**src/rtl/uart_rx_if.sv**
```systemverilog
// uart_rx consumer handshake: RDATA/RVALID toward the consumer,
// RREADY back; a pop happens on RVALID & RREADY.
interface uart_rx_if;
    logic [7:0] RDATA;
    logic       RVALID;
    logic       RREADY;

    modport master (
        output RDATA,
        output RVALID,
        input  RREADY
    );

    modport slave (
        input  RDATA,
        input  RVALID,
        output RREADY
    );
endinterface

```
**src/rtl/uart_rx.sv**
```systemverilog
// 16x oversampling 8N1 UART receiver with a small receive FIFO.
// Define UART_RX_PARITY_EN for 8E1 framing with a live PERR output.
module uart_rx #(
    parameter int CLK_FREQ   = 50000000,
    parameter int BAUD       = 115200,
    parameter int FIFO_DEPTH = 16
) (
    input  logic      CLK,
    input  logic      RST,
    input  logic      RXD,
    uart_rx_if.master rx,
    output logic      FERR,
    output logic      PERR,
    output logic      OVERRUN
);

    localparam int DIV  = CLK_FREQ / (BAUD * 16);
    localparam int CW   = (DIV > 1) ? $clog2(DIV) : 1;
    localparam int AW   = (FIFO_DEPTH > 1) ? $clog2(FIFO_DEPTH) : 1;
    localparam int NW   = AW + 1;
    localparam logic [CW-1:0] TOP  = CW'(DIV - 1);
    localparam logic [NW-1:0] FULL = NW'(FIFO_DEPTH);

    typedef enum logic [2:0] {
        IDLE,
        START,
        DATA,
`ifdef UART_RX_PARITY_EN
        PARITY,
`endif
        STOP,
        BREAK
    } state_t;

    state_t state;
    state_t nxt;

    logic [1:0]    sync;
    logic [1:0]    live;
    logic          prev;
    logic          rxs;
    logic          fall;
    logic [CW-1:0] cnt;
    logic          tick;
    logic [3:0]    tcnt;
    logic [2:0]    bidx;
    logic [7:0]    shreg;
    logic          st_smp;
    logic          d_smp;
    logic          s_smp;
    logic          par_ok;
    logic          good;

    logic [7:0]    mem [FIFO_DEPTH];
    logic [AW-1:0] wp;
    logic [AW-1:0] rp;
    logic [NW-1:0] count;
    logic          pop;
    logic          push_ok;

    assign rxs  = sync[1];
    assign fall = prev & ~rxs;
    assign tick = (cnt == TOP);

    always_ff @(posedge CLK) begin
        if (!RST) begin
            state <= IDLE;
        end else begin
            state <= nxt;
        end
    end

`ifdef UART_RX_PARITY_EN
    logic p_smp;
    logic par_bit;

    assign par_ok = (par_bit == ^shreg);

    always_ff @(posedge CLK) begin
        if (!RST) begin
            par_bit <= 1'b0;
            PERR    <= 1'b0;
        end else begin
            if (p_smp) par_bit <= rxs;
            PERR <= s_smp & rxs & ~par_ok;
        end
    end
`else
    assign par_ok = 1'b1;
    assign PERR   = 1'b0;
`endif

    always_comb begin
        nxt    = state;
        st_smp = 1'b0;
        d_smp  = 1'b0;
        s_smp  = 1'b0;
`ifdef UART_RX_PARITY_EN
        p_smp  = 1'b0;
`endif
        unique case (state)
            IDLE: begin
                if (fall) nxt = START;
            end
            START: begin
                if (tick && tcnt == 4'd7) begin
                    st_smp = 1'b1;
                    nxt    = rxs ? IDLE : DATA;
                end
            end
            DATA: begin
                if (tick && tcnt == 4'd15) begin
                    d_smp = 1'b1;
`ifdef UART_RX_PARITY_EN
                    if (bidx == 3'd7) nxt = PARITY;
`else
                    if (bidx == 3'd7) nxt = STOP;
`endif
                end
            end
`ifdef UART_RX_PARITY_EN
            PARITY: begin
                if (tick && tcnt == 4'd15) begin
                    p_smp = 1'b1;
                    nxt   = STOP;
                end
            end
`endif
            STOP: begin
                if (tick && tcnt == 4'd15) begin
                    s_smp = 1'b1;
                    nxt   = rxs ? IDLE : BREAK;
                end
            end
            BREAK: begin
                if (rxs) nxt = IDLE;
            end
            default: nxt = IDLE;
        endcase
    end

    // prev stays 0 until the synchronizer holds real line data, so a
    // line already low at reset release is not taken as a start edge
    always_ff @(posedge CLK) begin
        if (!RST) begin
            sync  <= 2'b11;
            live  <= 2'b00;
            prev  <= 1'b0;
            cnt   <= '0;
            tcnt  <= 4'd0;
            bidx  <= 3'd0;
            shreg <= 8'h00;
        end else begin
            sync <= {sync[0], RXD};
            live <= {live[0], 1'b1};
            prev <= live[1] ? rxs : 1'b0;
            if (state == IDLE || tick) cnt <= '0;
            else                       cnt <= cnt + 1'b1;
            if (state == IDLE)  tcnt <= 4'd0;
            else if (tick)      tcnt <= st_smp ? 4'd0 : tcnt + 4'd1;
            if (st_smp)         bidx <= 3'd0;
            else if (d_smp)     bidx <= bidx + 3'd1;
            if (d_smp) shreg <= {rxs, shreg[7:1]};
        end
    end

    assign good    = s_smp & rxs & par_ok;
    assign pop     = rx.RVALID & rx.RREADY;
    assign push_ok = good & ((count != FULL) | pop);

    always_ff @(posedge CLK) begin
        if (push_ok) mem[wp] <= shreg;
    end

    always_ff @(posedge CLK) begin
        if (!RST) begin
            wp      <= '0;
            rp      <= '0;
            count   <= '0;
            FERR    <= 1'b0;
            OVERRUN <= 1'b0;
        end else begin
            if (push_ok) wp <= wp + 1'b1;
            if (pop)     rp <= rp + 1'b1;
            count   <= count + NW'(push_ok) - NW'(pop);
            FERR    <= s_smp & ~rxs;
            OVERRUN <= good & (count == FULL) & ~pop;
        end
    end

    assign rx.RVALID = (count != '0);
    assign rx.RDATA  = rx.RVALID ? mem[rp] : 8'h00;

endmodule

```
**src/flat_wrapper.sv**
```systemverilog
// flat-port wrapper written by rule: the top's interface ports become plain ports
module uart_rx_flat 
#(
    parameter int CLK_FREQ   = 50000000,
    parameter int BAUD       = 115200,
    parameter int FIFO_DEPTH = 16
)
  (CLK, RST, RXD, FERR, PERR, OVERRUN, rx_RDATA, rx_RVALID, rx_RREADY);
  uart_rx_if rx_i ();
  input  logic CLK;
  input  logic RST;
  input  logic RXD;
  output logic FERR;
  output logic PERR;
  output logic OVERRUN;
  output wire logic [$bits(rx_i.RDATA)-1:0] rx_RDATA;
  output wire logic [$bits(rx_i.RVALID)-1:0] rx_RVALID;
  input wire logic [$bits(rx_i.RREADY)-1:0] rx_RREADY;
  assign rx_RDATA = rx_i.RDATA;
  assign rx_RVALID = rx_i.RVALID;
  assign rx_i.RREADY = rx_RREADY;
  uart_rx #(.CLK_FREQ(CLK_FREQ), .BAUD(BAUD), .FIFO_DEPTH(FIFO_DEPTH)) u_core (.CLK(CLK), .RST(RST), .RXD(RXD), .rx(rx_i), .FERR(FERR), .PERR(PERR), .OVERRUN(OVERRUN));
endmodule
```
**config.mk**
```make
export PLATFORM = sky130hd
export DESIGN_NAME = uart_rx_flat
export DESIGN_NICKNAME = d
export VERILOG_FILES = /design/src/rtl/uart_rx_if.sv /design/src/rtl/uart_rx.sv /design/src/flat_wrapper.sv
export SDC_FILE = /design/constraint.sdc
export NUM_CORES = 1
export LEC_CHECK = 0
export BUFFER_PORTS_ARGS = -buffer_cell sky130_fd_sc_hd__buf_2
export CAP_MARGIN = 25
export CORE_ASPECT_RATIO = 1.1
export CORE_MARGIN = 3
export CORE_UTILIZATION = 24
export DETAILED_ROUTE_END_ITERATION = 8
export GPL_TIMING_DRIVEN = 0
export MAX_ROUTING_LAYER = met4
export PLACE_DENSITY = 0.5
export SETUP_SLACK_MARGIN = 0.05
export SLEW_MARGIN = 20
export SYNTH_ARGS = -nofsm -noshare
export SYNTH_HDL_FRONTEND = slang
export SYNTH_SLANG_ARGS = --single-unit
```
**constraint.sdc**
```tcl
create_clock -name CLK -period 2.9 [get_ports CLK]
set_input_delay 0.145 -clock CLK [delete_from_list [all_inputs] [get_ports CLK]]
set_output_delay 0.145 -clock CLK [all_outputs]
set_load 0.05 [all_outputs]
```
==> metrics <==
status finished, final reports clean; Final Max Slew Viols 0; CTS Sinks 175; layout cell share with drive strength beyond 1 0.211; Synth Register Bits 175; Sw Ratio 0.296; RSZ-0062 raised after global routing true; Residual DRC 0; Clock Power Share 0.347; Top Layer Used met4; wire length on met2 7260 um; Async SR Flop Fraction 0; maxcap violations 0; metal1 wirelength 6850 um; clk_skew 0.0124 ns; Final Hold Violating Endpoints 0; Rel. slew slack 0.500; Syn Inst Count 471; vias post-DR 3,889; critical path endpoint category register; vias in the first global route 4,031; Die Height 187 um; f_max 361 MHz; Pwr Density 777 nW/um^2; Synth Net Count 492; Clk Latency, worst-skew pair 0.43 ns; Primary FF master, synth edfxtp_1; NumNets Final 530; actual slew at the worst max-slew pin 0.750 ns; wire length on met3 624 um; Root Driver clkbuf_16; mapped cell area 7180 um^2; Tmin final 2.77 ns; final instance area 8430 um^2; first-pass GRT wire length 23,100 um; TritonCTS Buffers 17; syn_area_per_cell 15.2 um^2; per-cell routed wire length 16.7 um; combinational cell fraction of total power 0.230; gr ovfl total 0; leakage power 2.84 nW; total power 6.55 mW; P_sw 1.94 mW; Routed WL 14,900 um; Area Growth Syn to Fin 17.4%; total track usage 0.0989; Die X 171 um; initial antenna violation count 1; Post-DRT Antenna Nets 0; CP Max Fanout 2; Pint 4.61 mW; Die ar. 32,000 um^2; clock-pin slew on the worst setup and hold paths 0.07 ns; Starting Density 0.247; largest net degree at the start of global routing 19; CTS tree yes; Reg power frac 0.423; Worst Hold Class in -> reg; CORE AREA 29,100 um^2; maximum vdd drop 0.362 mV; period utilisation layout 0.954; CP required 3.22 ns; vias per inst 4.37; Critical Path AT 3.09 ns; Ports 16; H-tree level count 4; Syn. warnings 0; endpoints failing setup 0; Max clock buf depth 2; drt pass-1 iters 5; kind of critical path reg -> reg; EDFF count, synth 128; Starting DRT DRC Count 415; IO Port Bufs 14; RD Place Congestion 0.756; Distinct cells, synth 48; DP Wirelength 9800 um; Post-DP Area 7720 um^2; floorplan row count 65; sequential area share after synthesis 0.666; crit start category register
final timing paths:
kind	cells after the start	from	slack [ns]	endpoint
setup / recovery	13	u_core.count[2]$_SDFF_PN0_	0.13	u_core.count[4]$_SDFF_PN0_
hold reg to reg	1	u_core.sync[0]$_SDFF_PN1_	0.41	u_core.sync[1]$_SDFF_PN1_
hold / removal	3	rx_RREADY	0.09	register
setup reg to reg	13	u_core.count[2]$_SDFF_PN0_	0.13	u_core.count[4]$_SDFF_PN0_
repair_timing:
item	4_1_cts	5_1_grt
pin swaps	1	3
resized for setup	15	12
buffers inserted	2	3
hold endpoints to repair	2	0
endpoints found under the setup margin	9	13
hold buffers	2	0
Yosys cell counts (6+ instances only):
library cell | instances | area (um^2)
edfxtp_1 | 128 | 3840
dfxtp_1 | 47 | 941
nand2_1 | 37 | 139
mux4_2 | 32 | 721
and2_1 | 21 | 131
clkbuf_1 | 17 | 63.8
nor2_1 | 17 | 63.8
a21oi_1 | 16 | 80.1
and3_1 | 16 | 100
ha_1 | 16 | 200
mux2i_1 | 14 | 140
inv_1 | 12 | 45.0
nand3_1 | 10 | 50.1
nor2b_1 | 10 | 62.6
o31ai_1 | 9 | 67.6
a21boi_1 | 8 | 60.1
nand2b_1 | 8 | 50.1
buf_2 | 6 | 30.0
xnor2_1 | 6 | 52.6
power groups by stage:
stage | clock network [mW] | logic, mW | registers, mW
6_report | 2.27 | 1.51 | 2.77
5_1_grt | 2.44 | 1.65 | 2.78
4_1_cts | 2.33 | 1.50 | 2.76
3_5_place_dp | 0 | 1.43 | 2.80
3_3_place_gp | 0 | 1.42 | 2.80
2_1_floorplan | 0 | 1.09 | 2.79
state kept, by name, summed over array words and instances (netlist names), named ones only:
register / count
u_core.OVERRUN: 1
u_core.bidx: 3
u_core.wp: 4
u_core.sync: 2
u_core.live: 2
u_core.count: 5
u_core.prev: 1
u_core.shreg: 8
u_core.state: 3
u_core.tcnt: 4
u_core.mem: 128
u_core.cnt: 5
u_core.FERR: 1
u_core.rp: 4
layout by cell type, fill, tap and decap left out, types with 14 or more instances in the layout:
cell,n
clkbuf_16,17
mux4_2,32
and2_1,21
buf_2,18
and3_1,16
ha_1,14
nor2_1,17
a21oi_1,15
nand2_1,36
mux2i_1,14
edfxtp_1,128
dfxtp_1,44
per-stage QoR:
step                      std cells  hold slack (ns)  setup TNS [ns]  setup WS, ns  utilization
after detailed placement        854            0.295          -0.134        -0.134        0.265
final                           890           0.0921               0         0.133        0.289
after global placement          853            0.280           -4.83        -0.591        0.265
after global routing            890            0.124               0        0.0199        0.289
after floorplan                 471            0.173               0        0.0616            -
after CTS                       888           0.0824               0        0.0511        0.288
logic make-up after synthesis:
logic type / Yosys count / synth area share
other cells: 1 / 0.000522
mux: 47 / 0.121
compound gates: 46 / 0.0413
simple gates: 135 / 0.103
fa+ha+maj: 17 / 0.0307
flops: 175 / 0.666
buf+inv: 39 / 0.0235
xor+xnor: 11 / 0.0134
layer usage:
metal | vias to the layer above | track usage
li1 | 1846 | -
met1 | 1959 | 0.125
met2 | 70 | 0.156
met3 | 14 | 0.0296
met4 | 0 | 0.0241
met5 | - | -
worst max-delay path: stages, from the launching register on:
cell	delay, ns
dfxtp_2	0.33
inv_2	0.08
ha_4	0.13
or4b_4	0.48
nand2_4	0.08
inv_1	0.04
ha_1	0.27
inv_1	0.04
ha_2	0.18
fa_2	0.35
a21oi_2	0.14
nor2_1	0.06
or3_1	0.33
and3_1	0.17
layout make-up:
class,instances,area [um^2]
tap,368,460
antenna,1,2.50
fill,2895,20700
timing repair buffer,22,135
clock buffer,18,429
multi-input combinational,257,2280
clock inverter,13,158
sequential,175,4790
inverter,12,45.0
buffer,24,130
Power figures use the tool's default switching activity.
